===== src/rtl/traffic_intersection_ctrl.sv =====
// Four-way intersection controller.
// Cycles north-south and east-west greens through yellow and an all-red
// clearance. Pedestrian requests are served from the all-red clearance, and
// night mode flashes both yellows.
// All lamps are registered Moore outputs. They are decoded from the state
// being entered, so they always describe the current registered state.
module traffic_intersection_ctrl #(
  parameter int GREEN_TICKS  = 27000000,
  parameter int YELLOW_TICKS = 9000000,
  parameter int ALLRED_TICKS = 2700000,
  parameter int WALK_TICKS   = 13500000,
  parameter int FLASH_TICKS  = 13500000,
  parameter int CNT_W        = 32
) (
  input  logic clk,
  input  logic rst,
  input  logic en,
  input  logic ped_req,
  input  logic night_mode,
  output logic ns_r,
  output logic ns_y,
  output logic ns_g,
  output logic ew_r,
  output logic ew_y,
  output logic ew_g,
  output logic walk,
  output logic ped_pending
);

  typedef enum logic [2:0] {
    ALL_RED,
    NS_GREEN,
    NS_YELLOW,
    EW_GREEN,
    EW_YELLOW,
    PED_WALK,
    FLASH
  } state_t;

  typedef struct packed {
    logic ns_r;
    logic ns_y;
    logic ns_g;
    logic ew_r;
    logic ew_y;
    logic ew_g;
    logic walk;
  } lamps_t;

  // Terminal counter value of each timed phase.
  localparam logic [CNT_W-1:0] GREEN_LAST  = CNT_W'(GREEN_TICKS - 1);
  localparam logic [CNT_W-1:0] YELLOW_LAST = CNT_W'(YELLOW_TICKS - 1);
  localparam logic [CNT_W-1:0] ALLRED_LAST = CNT_W'(ALLRED_TICKS - 1);
  localparam logic [CNT_W-1:0] WALK_LAST   = CNT_W'(WALK_TICKS - 1);
  localparam logic [CNT_W-1:0] FLASH_LAST  = CNT_W'(FLASH_TICKS - 1);

  state_t           state, state_nxt;
  logic [CNT_W-1:0] cnt, cnt_nxt;
  logic [CNT_W-1:0] phase_last;
  logic             phase_done;
  logic             next_dir, next_dir_nxt;   // 0: NS green follows ALL_RED, 1: EW
  logic             flash_lit, flash_lit_nxt;
  logic             pend_nxt;
  logic             entering_clear;
  lamps_t           lamps;

  // Lamp pattern for a given state.
  // Outside FLASH, exactly one lamp per direction is lit.
  function automatic lamps_t decode(input state_t s, input logic lit);
    lamps_t l;
    l = '0;
    case (s)
      NS_GREEN:  begin l.ns_g = 1'b1; l.ew_r = 1'b1; end
      NS_YELLOW: begin l.ns_y = 1'b1; l.ew_r = 1'b1; end
      EW_GREEN:  begin l.ns_r = 1'b1; l.ew_g = 1'b1; end
      EW_YELLOW: begin l.ns_r = 1'b1; l.ew_y = 1'b1; end
      PED_WALK:  begin l.ns_r = 1'b1; l.ew_r = 1'b1; l.walk = 1'b1; end
      FLASH:     begin l.ns_y = lit;  l.ew_y = lit; end
      default:   begin l.ns_r = 1'b1; l.ew_r = 1'b1; end
    endcase
    return l;
  endfunction

  // Select the terminal count of the phase currently being timed.
  always_comb begin
    case (state)
      NS_GREEN, EW_GREEN:   phase_last = GREEN_LAST;
      NS_YELLOW, EW_YELLOW: phase_last = YELLOW_LAST;
      PED_WALK:             phase_last = WALK_LAST;
      FLASH:                phase_last = FLASH_LAST;
      default:              phase_last = ALLRED_LAST;
    endcase
  end

  // A phase can only end on an enabled cycle, so en=0 freezes everything.
  assign phase_done = en && (cnt == phase_last);

  // Next-state, counter, direction and flash-phase logic.
  always_comb begin
    // NOTE: every signal gets a default first, so no path leaves it unassigned
    // and no latch is inferred.
    state_nxt     = state;
    cnt_nxt       = en ? cnt + CNT_W'(1) : cnt;
    next_dir_nxt  = next_dir;
    flash_lit_nxt = flash_lit;

    if (phase_done) begin
      cnt_nxt = '0;
      case (state)
        ALL_RED: begin
          if (night_mode) begin
            state_nxt     = FLASH;
            flash_lit_nxt = 1'b1;
          end else if (ped_pending) begin
            state_nxt = PED_WALK;
          end else begin
            state_nxt = next_dir ? EW_GREEN : NS_GREEN;
          end
        end
        NS_GREEN:  state_nxt = NS_YELLOW;
        NS_YELLOW: begin
          state_nxt    = ALL_RED;
          next_dir_nxt = ~next_dir;
        end
        EW_GREEN:  state_nxt = EW_YELLOW;
        EW_YELLOW: begin
          state_nxt    = ALL_RED;
          next_dir_nxt = ~next_dir;
        end
        PED_WALK:  state_nxt = next_dir ? EW_GREEN : NS_GREEN;
        FLASH: begin
          // Night mode is only examined at a half-period boundary.
          if (night_mode) begin
            flash_lit_nxt = ~flash_lit;
          end else begin
            state_nxt    = ALL_RED;
            next_dir_nxt = 1'b0;
          end
        end
        default: state_nxt = ALL_RED;
      endcase
    end
  end

  // Entering a walk or a flash serves the outstanding pedestrian request.
  // A request arriving in that same cycle survives, because set wins over clear.
  assign entering_clear = (state_nxt != state) &&
                          ((state_nxt == PED_WALK) || (state_nxt == FLASH));
  assign pend_nxt       = ped_req | (ped_pending & ~entering_clear);

  // State, counter and registered lamp outputs.
  // Reset forces the all-red clearance at once.
  always_ff @(posedge clk or negedge rst) begin
    // NOTE: sequential state uses non-blocking assignments, so every register
    // samples the values from before the edge.
    if (!rst) begin
      state       <= ALL_RED;
      cnt         <= '0;
      next_dir    <= 1'b0;
      flash_lit   <= 1'b1;
      ped_pending <= 1'b0;
      lamps       <= decode(ALL_RED, 1'b1);
    end else begin
      state       <= state_nxt;
      cnt         <= cnt_nxt;
      next_dir    <= next_dir_nxt;
      flash_lit   <= flash_lit_nxt;
      ped_pending <= pend_nxt;
      lamps       <= decode(state_nxt, flash_lit_nxt);
    end
  end

  assign ns_r = lamps.ns_r;
  assign ns_y = lamps.ns_y;
  assign ns_g = lamps.ns_g;
  assign ew_r = lamps.ew_r;
  assign ew_y = lamps.ew_y;
  assign ew_g = lamps.ew_g;
  assign walk = lamps.walk;

  // Conflicting green/yellow aspects may only coexist as the night flash.
  a_no_conflict: assert property (@(posedge clk) disable iff (!rst)
    ((ns_g || ns_y) && (ew_g || ew_y)) |-> (state == FLASH && !ns_g && !ew_g));

  // The walk lamp always has both directions held at red.
  a_walk_red: assert property (@(posedge clk) disable iff (!rst)
    walk |-> (ns_r && ew_r));

endmodule


===== config.mk =====
export PLATFORM = sky130hd
export DESIGN_NAME = traffic_intersection_ctrl
export DESIGN_NICKNAME = d
export VERILOG_FILES = /design/src/rtl/traffic_intersection_ctrl.sv
export SDC_FILE = /design/constraint.sdc
export NUM_CORES = 1
export LEC_CHECK = 0
export ABC_AREA = 0
export CAP_MARGIN = 10
export CORE_ASPECT_RATIO = 1.4
export CORE_UTILIZATION = 23
export CTS_BUF_LIST = sky130_fd_sc_hd__clkbuf_8
export DETAILED_ROUTE_END_ITERATION = 7
export PLACE_DENSITY = 0.39
export SLEW_MARGIN = 20
export SYNTH_ARGS = -nofsm -noshare
export SYNTH_HDL_FRONTEND = slang
export SYNTH_SLANG_ARGS = --single-unit

===== constraint.sdc =====
create_clock -name clk -period 4.8 [get_ports clk]
set_input_delay 0.96 -clock clk [delete_from_list [all_inputs] [get_ports clk]]
set_output_delay 0.96 -clock clk [all_outputs]
set_load 0.005 [all_outputs]

* Word-level counts from Yosys, hierarchy flattened
Index checks and enable logic that the tools add are counted.
** Word-level totals
- Register bits after elaboration :: 45
- Input bits :: 5
- Output and inout port bits :: 8
- Logic and storage cells :: 67
** Cells by class
- $add $sub $neg :: 1
- Equality and inequality tests :: 15
- Multiplexer cells :: 22
- Bitwise logic cells :: 5
- Reductions and logical operators :: 12
** Operators with widths (number)
- $pmux 25 s3 :: 1
- $mux 32 :: 2
- $add 32x1->32 const B :: 1
- $eq 32x32->1 :: 1
- $eq 3x3->1 const B :: 6
- $pmux 3 s5 :: 1
- $eq 3x2->1 const B :: 4
- $mux 3 :: 4
- $mux 1 :: 9
- $pmux 1 s2 :: 4
- $eq 3x1->1 const B :: 2
- $reduce_or 2->1 :: 3
- $reduce_or 3->1 :: 2
- $reduce_bool 2->1 :: 2
- $logic_not 3->1 :: 1
- $ne 3x3->1 :: 1
- $not 1->1 :: 3
- $reduce_and 3->1 :: 1
- $logic_and 1x1->1 :: 2
- $mux 2 :: 1
- $ne 2x2->1 const B :: 1
- $and 1x1->1 :: 1
- $logic_or 1x1->1 :: 1
- $or 1x1->1 :: 1

* Depth between registers and ports, before layout
Gate-level depths: netlist of the first run.
- Depth after elaboration :: 12
- Mapped depth :: 12
- Depth with buffers taken out :: 10

* Worst setup path after synthesis of the first run
OpenSTA, ideal clock, no wires.
- Kind :: input port to flip-flop
- From :: input en
- To :: register lamps, in the netlist ns_r
- Library setup time :: 0.078 ns
- Arrival time :: 2.554 ns
- Data required time :: 4.722 ns
- Path slack :: 2.168 ns
- Cell stages on the path :: 9
- Path buffers :: 1
- Cell sequence :: and4_1 -> buf_2 -> o211ai_1 -> nor2_1 -> and4_4 -> and3_4 -> mux2_4 -> and4b_1 -> o21ba_1
** Between the ends
- Longest elaborated chain between the ends :: 5
- Elaborated cells on any way between the ends :: 7
- Classes of those cells :: eq/ne: 3; mux: 2; reduce/logical: 2
** Ends and longest elaborated chain
- start, declared :: RTL line 17 : input logic en,
- $logic_and 1x1->1 * :: RTL line 96 : assign phase_done = en && (cnt == phase_last);
- $mux 3 * :: RTL line 107 : if (phase_done) begin
- $eq 3x3->1 (tied with other cells) :: RTL line 72 : case (s)
- $reduce_or 3->1 (no line) *
- $mux 1 * :: RTL line 72
- end signal, assigned :: RTL line 162 : lamps <= decode(ALL_RED, 1'b1);
- end signal, assigned :: RTL line 169 : lamps <= decode(state_nxt, flash_lit_nxt);
- end, declared :: RTL line 65 : lamps_t lamps;
Every way passes the cells marked *; elsewhere a longest branch is shown, timed or not.
A chain may end at the register's enable or synchronous reset.

* Worst setup path after layout of the first run
Ends and elaborated chain as after synthesis.

==> reports/qor_table.md, run 1 <==
| Item | Value | Unit |
| --- | --- | --- |
| Outcome | complete, no violations | - |
| Post-route clock skew | 0.00860 | ns |
| Number of buffers inserted by post-CTS setup repair | 0 | - |
| Worst slack on hold paths | 0.487 | ns |
| Top layer used by detailed routing | met4 | - |
| Reg2Reg Depth | 8 | - |
| Die area | 0.0117 | mm² |
| Placeable Area | 0.0109 | mm² |
| Final non-filler cell area | 0.00290 | mm² |
| Maximum fanout along the worst path | 29 | - |
| Initial core utilization | 23.8 | % |
| First-pass iteration count of the detailed router | 4 | - |
| Setup Total Neg Slack | 0 | ns |
| Total Nets Final | 288 | - |
| Setup slack at placement | 1.14 | ns |
| First-pass GRT wire length | 10.0 | mm |
| Nets in the synthesized netlist | 284 | - |
| Final core occ | 26.6 | % |
| Clock slew seen by the registers of the worst setup and hold paths | 0.10 | ns |
| Number of synthesized register bits | 45 | - |
| Antenna violations before repair | 0 | - |
| Final setup slack of the worst path | 1.48 | ns |
| Worst r2r dst | ns_r | - |
| Endpoint arrival time on the critical path | 3.56 | ns |
| Detailed route wirelength on metal2 | 3.06 | mm |
| Clock Sink Count | 45 | - |
| Area grow syn2layout | 11.6 | % |
| I/O pin count | 13 | - |
| Cell area after synthesis | 0.00260 | mm² |
| Pin slew with the least headroom to its limit | 0.697 | ns |
| Worst slew margin relative to its limit | 53.5 | % |
| Maximum vdd drop | 157 | µV |
| Crit path capture type | flop | - |
| Proportion of layout cells with a drive suffix above 1 | 10.3 | % |
| Sequential fraction of the synthesis area | 43.4 | % |
| Setup violations, final | 0 | - |
| End point of the critical path | ns_r | - |
| Number of warnings printed during yosys synthesis | 0 | - |
| Total of cells resized after clock tree synthesis | 0 | - |
| Post-synthesis adder-cell area fraction | 0.962 | % |
| Die width | 91.9 | µm |
| Number of buffers created by CTS | 5 | - |
| Via density | 4.71 | - |
| Reg2reg start | state[1] | - |
| Count of buffers inserted at the top-level ports | 12 | - |
| Post-synthesis mux area share | 1.78 | % |
| Placed Cells | 415 | - |
| Routed met3 length | 122 | µm |
| Crit path kind | primary input to flop | - |
| Fill count | 1211 | - |
| DP Area | 0.00281 | mm² |
| Drt first-iter violations | 48 | - |
| Antenna violation net count after detailed routing | 0 | - |
| H-tree level count | 2 | - |
| Synthesized-area fraction occupied by and/or/nand/nor cells | 25.8 | % |
| Die height | 128 | µm |
| Wirelength per Cell | 14.4 | µm |
| Period utilisation layout | 69.1 | % |
| Total detailed-routing wirelength | 6.08 | mm |
| Number of enable flip-flop cells after synthesis | 0 | - |
| RSZ-0062 raised after global routing | no | - |
| Reg-to-reg setup timing slack | 1.70 | ns |
| Synth Area in Compound Gates | 12.1 | % |
| Final critical delay including setup and external delays | 3.32 | ns |
| Vias in the first global route | 1916 | - |
| Post-synthesis xor/xnor area fraction | 10.8 | % |
| Largest family of logic cells by synthesized area | simple AND/OR/NAND/NOR gates | - |
| Global placement routability congestion | 0.776 | - |
| Number of diodes | 0 | - |
| Synth async-reset ratio | 100 | % |
| Gate count of the mapped netlist | 277 | - |
| Highest Clock Rate | 302 | MHz |
| Root cell of the clock tree | sky130_fd_sc_hd__clkbuf_8 | - |
| Post-synthesis area per instance | 9.39 | µm² |
| Total power of the final layout | 0.779 | mW |
| Static Leak | 1.23 | nW |
| Hold WC Path Type | flop to flop | - |
| Slew Viols, Final | 0 | - |
| Final non-filler cell total | 423 | - |
| Total number of vias | 1994 | - |
| Max-cap check violation count | 0 | - |
| Met1 wire length | 2.75 | mm |
| Total global routing overflow | 0 | - |
| Total routing usage reported by global routing | 10.9 | % |
| Pin count of the biggest net entering global routing | 46 | - |
| Estimated wirelength of the detail-placed design | 4.34 | mm |
| Kind of launch point of the worst setup path | primary input | - |
| Clock tree buffer depth | 2 | - |
| Clock tree from TritonCTS | yes | - |
| Final hold violation count | 0 | - |
| DRC violation count after routing | 0 | - |
| Post-synth cell types | 60 | - |
| Most instantiated flip-flop cell in the synthesis netlist | sky130_fd_sc_hd__dfrtp_1 | - |
| Data required time of the critical path | 5.05 | ns |
| CP Launch Point | en | - |
| Hold_buf cts | 0 | - |
| Cell Pwr Density | 268 | mW/mm² |
| Insertion delay to the later sink of the worst-skew pair | 0.31 | ns |
| Row count | 45 | - |
==> power breakdown <==
part | internal (mW) | switching (mW) | total, mW
combinational | 0.0414 | 0.0427 | 0.0841
clock | 0.106 | 0.151 | 0.257
sequential | 0.406 | 0.0316 | 0.437
==> synth_stat cells, drive strengths merged, types with 3 or more instances <==
cell / count / area (µm²)
dfrtp: 42 / 1050
nor2: 38 / 145
nand2: 26 / 97.6
xnor2: 17 / 149
xor2: 15 / 131
inv: 13 / 48.8
buf: 11 / 70.1
nand4: 11 / 68.8
a21oi: 10 / 50.1
nand3: 10 / 50.1
and3: 9 / 66.3
o21ai: 7 / 35.0
nand2b: 5 / 33.8
a31oi: 4 / 25.0
and4: 4 / 37.5
clkbuf: 4 / 15.0
or3: 4 / 25.0
and4b: 3 / 33.8
dfstp: 3 / 78.8
nand4b: 3 / 26.3
nor3: 3 / 15.0
==> flip-flops by register name (all words and copies together), names as in the netlist <==
register     cells
ns_r             1
cnt             32
ew_g             1
ped_pending      1
next_dir         1
state            3
ns_y             1
ew_r             1
walk             1
flash_lit        1
ns_g             1
ew_y             1
==> layout make-up <==
cell class	count	area [µm²]	share of cell area [%]
repair buffers	12	118	4.05
well taps	141	176	6.07
clock buffers	5	68.8	2.37
clock inverters	3	25.0	0.862
multi-input cells	204	1340	46.1
inverters	13	48.8	1.68
flip-flops and latches	45	1130	38.9
==> placed cells by master (no fill, tap or decap), drive strengths merged, types with 10 or more instances in the layout <==
| master | count |
|---|---|
| xor2 | 15 |
| dfrtp | 42 |
| nand2 | 26 |
| nand4 | 11 |
| nor2 | 38 |
| nand3 | 10 |
| xnor2 | 17 |
| clkdlybuf4s50 | 11 |
| a21oi | 10 |
| inv | 15 |
==> worst min-delay path by stage <==
stage	start	endpoint	cells after the start
floorplan	cnt[31]	cnt[31]	1
global placement	cnt[31]	cnt[31]	1
detailed placement	cnt[31]	cnt[31]	1
CTS	cnt[31]	cnt[31]	1
global route	cnt[31]	cnt[31]	1
finish	cnt[31]	cnt[31]	1
==> kinds of logic (layout without fill, tap and decap cells) <==
family          after synthesis  after routing
simple gates                125            125
xor+xnor                     32             32
buf+inv                      28             33
fa+ha+maj                     2              2
mux                           4              4
compound gates               41             41
flops                        45             45
==> critical path: stages <==
cell and delay (ns):
sky130_fd_sc_hd__clkdlybuf4s50_1 0.57, sky130_fd_sc_hd__and4_1 0.32, sky130_fd_sc_hd__o211ai_1 0.14, sky130_fd_sc_hd__nor2_1 0.12, sky130_fd_sc_hd__and4_4 0.22, sky130_fd_sc_hd__and3_4 0.43
sky130_fd_sc_hd__mux2_4 0.36, sky130_fd_sc_hd__and4b_1 0.27, sky130_fd_sc_hd__o21ba_1 0.15
==> per-layer routing <==
metal	vias up	global-route usage, %
li1	975	-
met1	987	12.8
met2	22	19.3
met3	10	2.19
met4	0	4.50
met5	-	0
(Power assumes the default switching activity.)
==> run 2: changes to the inputs <==
==> constraint.sdc (replaced) <==
create_clock -name clk -period 3.2 [get_ports clk]
set_input_delay 0.64 -clock clk [delete_from_list [all_inputs] [get_ports clk]]
set_output_delay 0.64 -clock clk [all_outputs]
set_load 0.005 [all_outputs]
==> run 2 against run 1 <==
  * Worst hold slack lost 0.16 ns
  * Via count grew 0.60%
  * Setup slack lost 0.89 ns
  * Critical path depth is the same
  * Register-to-register slack lost 1.1 ns
  * Non-clock buffer count grew 13
  * Sequential cell count is the same
  * Sequential power grew 51%
  * Critical path type unchanged
  * Critical endpoint unchanged
==> reports/qor_table.md, run 2 (synthesis results as in run 1) <==
| Item | Value | Unit | Delta |
| --- | --- | --- | --- |
| Die width | 91.9 | µm | unchanged |
| Number of diodes | 0 | - | unchanged |
| Max-cap check violation count | 0 | - | unchanged |
| Setup violations, final | 0 | - | unchanged |
| Slowest stage delay, CP | 0.50 | ns | -0.07 ns |
| Fraction of power consumed by combinational cells | 9.6 | % | -1.2 points |
| Cell Pwr Density | 433 | mW/mm² | +62% |
| Total Nets Final | 301 | - | +4.5% |
| Count of buffers inserted at the top-level ports | 12 | - | unchanged |
| First-pass GRT wire length | 11.0 | mm | +9.5% |
| Drt first-iter violations | 78 | - | +63% |
| Global placement routability congestion | 0.720 | - | -7.2% |
| Root cell of the clock tree | sky130_fd_sc_hd__clkbuf_8 | - |  |
| Wirelength per Cell | 14.8 | µm | +2.9% |
| Clock Sink Count | 45 | - | unchanged |
| First-pass iteration count of the detailed router | 4 | - | unchanged |
| Crit path kind | primary input to flop | - |  |
| Pin count of the biggest net entering global routing | 46 | - | unchanged |
| Maximum fanout along the worst path | 9 | - | -69% |
| Endpoint arrival time on the critical path | 2.86 | ns | -0.70 ns |
| RSZ-0062 raised after global routing | no | - |  |
| Total global routing overflow | 0 | - | unchanged |
| Critical path buffers and inverters | 1 | - | unchanged |
| Critical-path cell with the highest stage delay | sky130_fd_sc_hd__clkdlybuf4s50_1 | - |  |
| Kind of cell adding the most delay to the critical path | simple AND/OR/NAND/NOR gates | - |  |
| Period utilisation layout | 81.4 | % |  |
| Insertion delay to the later sink of the worst-skew pair | 0.31 | ns | about the same |
| Seq pwr share | 49.9 | % | -6.3 points |
| Cell breakdown of the critical path | clkdlybuf4s50_1 > and4_1 > o211ai_1 > nor2_1 > and4_4 > and3_4 > mux2_4 > and4b_1 > o21ba_1 | - |  |
| Total routing usage reported by global routing | 12.1 | % | +1.1 points |
| H-tree level count | 2 | - | unchanged |
| Slew Viols, Final | 0 | - | unchanged |
| Hold_buf cts | 0 | - | unchanged |
| Via density | 4.60 | - | -2.4% |
| Post-route clock skew | 0.00712 | ns | -0.00149 ns |
| Most used cells in the layout excluding fill and tap cells | sky130_fd_sc_hd__dfrtp_1 (42), sky130_fd_sc_hd__nor2_1 (37), sky130_fd_sc_hd__nand2_1 (26) | - |  |
| Total number of vias | 2006 | - | +0.60% |
| Vias in the first global route | 2054 | - | +7.2% |
| Maximum vdd drop | 270 | µV | +72% |
| Number of buffers inserted by post-CTS setup repair | 0 | - | unchanged |
| Data required time of the critical path | 3.45 | ns | -1.60 ns |
| Most common cell after layout, fill and taps aside | sky130_fd_sc_hd__dfrtp_1 | - |  |
| Clock tree from TritonCTS | yes | - |  |
| Pin slew with the least headroom to its limit | 0.583 | ns | -0.114 ns |
| Register with the highest flop count | cnt | - |  |
| Flip-flop count of the largest register after layout | 32 | - | unchanged |
| Outcome | complete, no violations | - |  |
| Worst slew margin relative to its limit | 61.1 | % | +7.6 points |
| Die area | 0.0117 | mm² | unchanged |
| Total detailed-routing wirelength | 6.44 | mm | +6.0% |
| Clock slew seen by the registers of the worst setup and hold paths | 0.09 | ns | about the same |
| Final hold violation count | 0 | - | unchanged |
| Relative contribution of the clock network to total power | 40.4 | % | +7.4 points |
| Setup Total Neg Slack | 0 | ns | unchanged |
| Area grow syn2layout | 17.1 | % |  |
| Total net switching power | 0.331 | mW | +47% |
| Kind of launch point of the worst setup path | primary input | - |  |
| Estimated wirelength of the detail-placed design | 4.67 | mm | +7.6% |
| Hold WC Path Type | primary input to asynchronous set/reset pin | - |  |
| Total of cells resized after clock tree synthesis | 0 | - | unchanged |
| Highest Clock Rate | 384 | MHz |  |
| Static Leak | 1.32 | nW | +7.1% |
| Proportion of layout cells with a drive suffix above 1 | 14.2 | % | +4.0 points |
| I/O pin count | 13 | - | unchanged |
| Switching share of power | 25.1 | % | -3.8 points |
| Final critical delay including setup and external delays | 2.60 | ns |  |
| Placeable Area | 0.0109 | mm² | unchanged |
| DRC violation count after routing | 0 | - | unchanged |
| Antenna violation net count after detailed routing | 0 | - | unchanged |
| Initial core utilization | 23.8 | % | unchanged |
| Number of buffers created by CTS | 5 | - | unchanged |
| Biggest regs | cnt (32), state (3) | - |  |
| Fill count | 1207 | - | -0.33% |
| Crit path capture type | flop | - |  |
| Setup slack at placement | 0.261 | ns | -0.882 ns |
| Internal power component | 0.987 | mW | +78% |
| Die height | 128 | µm | unchanged |
| Antenna violations before repair | 0 | - | unchanged |
| Clock tree buffer depth | 2 | - | unchanged |
| Row count | 45 | - | unchanged |
| Final setup slack of the worst path | 0.595 | ns | -0.890 ns |
==> run 2: changes by cell type in the layout (fill, tap and decap cells not counted), sizes merged <==
cell and delta:
buf +13, bufinv +2, clkinvlp -1, inv -1
==> run 2: metrics by stage <==
step	std cells	area (µm²)	util [%]	hold WS (ns)	total power, mW
CTS	436	3040	27.9	0.476	1.34
global placement	428	2910	26.6	0.461	0.799
floorplan	277	2600	-	0.344	0.752
finish	436	3050	27.9	0.328	1.32
global route	436	3050	27.9	0.374	1.39
detailed placement	428	2910	26.6	0.463	0.800
==> run 2: cell type report <==
cell class                      count  area [µm²]  area share [%]
Clock buffer                        5        68.8            2.26
Timing Repair Buffer               25         215            7.07
Clock inverter                      3        68.8            2.26
Inverter                           13        48.8            1.60
Tap cell                          141         176            5.79
Sequential cell                    45        1130            37.1
Multi-Input combinational cell    204        1340            43.9
==> run 2: worst paths after layout <==
check,start,end,slack [ns],cells after the start
max,en,ns_r,0.60,9
min,rst,cnt[9],0.33,1
max reg2reg,state[0],ns_r,0.62,9
min reg2reg,cnt[31],cnt[31],0.47,1
max in group asynchronous,rst,ped_pending,2.48,1
min in group clk,cnt[31],cnt[31],0.47,1
==> run 2: worst register-to-register path, stage by stage (launching register included) <==
cell	delay (ns)
sky130_fd_sc_hd__dfrtp_1	0.45
sky130_fd_sc_hd__buf_4	0.22
sky130_fd_sc_hd__and3b_1	0.22
sky130_fd_sc_hd__a21oi_1	0.04
sky130_fd_sc_hd__o31ai_1	0.30
sky130_fd_sc_hd__a22o_1	0.25
sky130_fd_sc_hd__and3_4	0.28
sky130_fd_sc_hd__mux2_4	0.35
sky130_fd_sc_hd__and4b_1	0.27
sky130_fd_sc_hd__o21ba_1	0.15
==> run 2: power groups by stage <==
stage | logic (mW) | registers, mW | clock network (mW)
final | 0.127 | 0.658 | 0.533
after global routing | 0.145 | 0.665 | 0.578
after CTS | 0.131 | 0.659 | 0.552
after detailed placement | 0.129 | 0.670 | 0
after global placement | 0.128 | 0.670 | 0
after floorplan | 0.108 | 0.644 | 0
==> run 2: layer usage <==
| layer | part of all wire (%) | vias to the layer above | global-route usage, % | routed length, µm |
|---|---|---|---|---|
| li1 | - | 997 | - | - |
| met1 | 46 | 978 | 15.1 | 2950 |
| met2 | 50 | 25 | 20.6 | 3250 |
| met3 | 2.3 | 6 | 2.37 | 148 |
| met4 | 1.4 | 0 | 4.14 | 93 |
| met5 | 0 | - | 0 | 0 |
==> RTL edit (flow settings as in run 2) <==
Set the parameter `CNT_W` to 64 (it was 32).
--- a/src/rtl/traffic_intersection_ctrl.sv
+++ b/src/rtl/traffic_intersection_ctrl.sv
@@ -10,7 +10,7 @@
   parameter int ALLRED_TICKS = 2700000,
   parameter int WALK_TICKS   = 13500000,
   parameter int FLASH_TICKS  = 13500000,
-  parameter int CNT_W        = 32
+  parameter int CNT_W        = 64
 ) (
   input  logic clk,
   input  logic rst,
Check against the original RTL: same outputs for any inputs over 10 cycles, from zero or initial values and one cycle with rst low; that may be too few to reach the edited logic, so the function may still have changed.
==> RTL edit against run 2 <==
Combinational power fell by 9%; setup slack got worse by 230 ps; synthesized cell count rose by 57%; count of clock-buffer cells in the layout rose by 5; sequential cell count rose by 32; die area rose by 61%; cell count rose by 61%; first-iteration DRC count rose by 56%; cell area rose by 60%; power rose by 46%; critical path depth did not move; routed wire length rose by 70%; area after synthesis rose by 62%; non-clock buffer count rose by 4; critical path type is now reg -> reg; largest cell class unchanged; largest power group unchanged.
==> RTL edit: results (changes against run 2) <==
Max VDD drop 206 µV (-24%); Slew HR 0.472 (-0.139); status finished, final reports clean; M3 GR Usage 0.0201 (-0.00358); routability cong. 0.876 (+22%); CP max stage cell dfrtp_1; Area after DPL 4670 µm² (+61%); met1 Use GR 0.155 (+0.00417); met1 wire length 4.66 mm (+58%); pin count of the biggest net entering global routing 78 (+70%); Initial DRC Count 122 (+56%); Post-Route Skew 11.7 ps (+4.58 ps); share of cells above drive strength 1 0.0998 (-0.0426); GR Util All Layers 0.129 (+0.00841); post-place setup slack 285 ps (+24.1 ps); Post-Synth XOR/XNOR Area 0.135 (+0.0271); Commonest cells post-synth dfrtp_1 (74), nor2_1 (45), xnor2_1 (40); via count 3324 (+66%); Design Power 1.93 mW (+46%); worst skew pair latency 370 ps (+60 ps); wire length on met2 5.64 mm (+74%); WHS 238 ps (-90.0 ps); Seq pwr share 0.547 (+0.048); RR Startpoint state[2]; crit path DAT 3090 ps (+230 ps); first-pass GRT wire length 18.2 mm (+66%); Post-DP HPWL 7.98 mm (+71%); top flop regs cnt x64, state x3; sw frac 0.255 (+0.00417); mux share of post-synthesis cell area 0.00474 (-0.0131); post-synthesis sequential area ratio 0.457 (+0.0228); CTS buffer count 9 (+4); synth top area cells dfrtp_1 (44%), xnor2_1 (8.3%), xor2_1 (5.2%); post-synthesis compound-gate area fraction 0.0966 (-0.0241); Top delay family on crit path compound AO/OA/AOI/OAI gates; htree depth 3 (+1); Lkg Pwr 2.05 nW (+55%); critical path fanouts, max 17 (+8); placed cell count 685 (+60%); syn avg cell area 9.69 µm² (+3.1%)
## RTL edit: cell types whose count changed in the layout (fill, tap and decap cells not counted), moves of 9 or more
cell,before,now
nor4_1,1,12
inv_1,9,18
nor3_1,3,14
dfrtp_1,42,74
xnor2_1,17,40
xor2_1,15,25
nand4_1,11,20
and3_1,7,16
nand3_1,10,32
## RTL edit: worst max path at each step
| stage | startpoint | slack, ps | to |
|---|---|---|---|
| after floorplan | en | 750 | ns_y |
| after global placement | en | 260 | cnt[61] |
| after detailed placement | en | 290 | cnt[61] |
| after CTS | state[2] | 360 | ns_y |
| after global routing | state[2] | 180 | ew_y |
| final | state[2] | 360 | ew_y |
## RTL edit: layout make-up
type                            count  area, µm²
Tap cell                          240        300
Timing Repair Buffer               29        262
Fill cell                        1989      13100
Clock inverter                      6       56.3
Inverter                           16       60.1
Multi-Input combinational cell    323       2130
Clock buffer                       10        138
Sequential cell                    77       1930
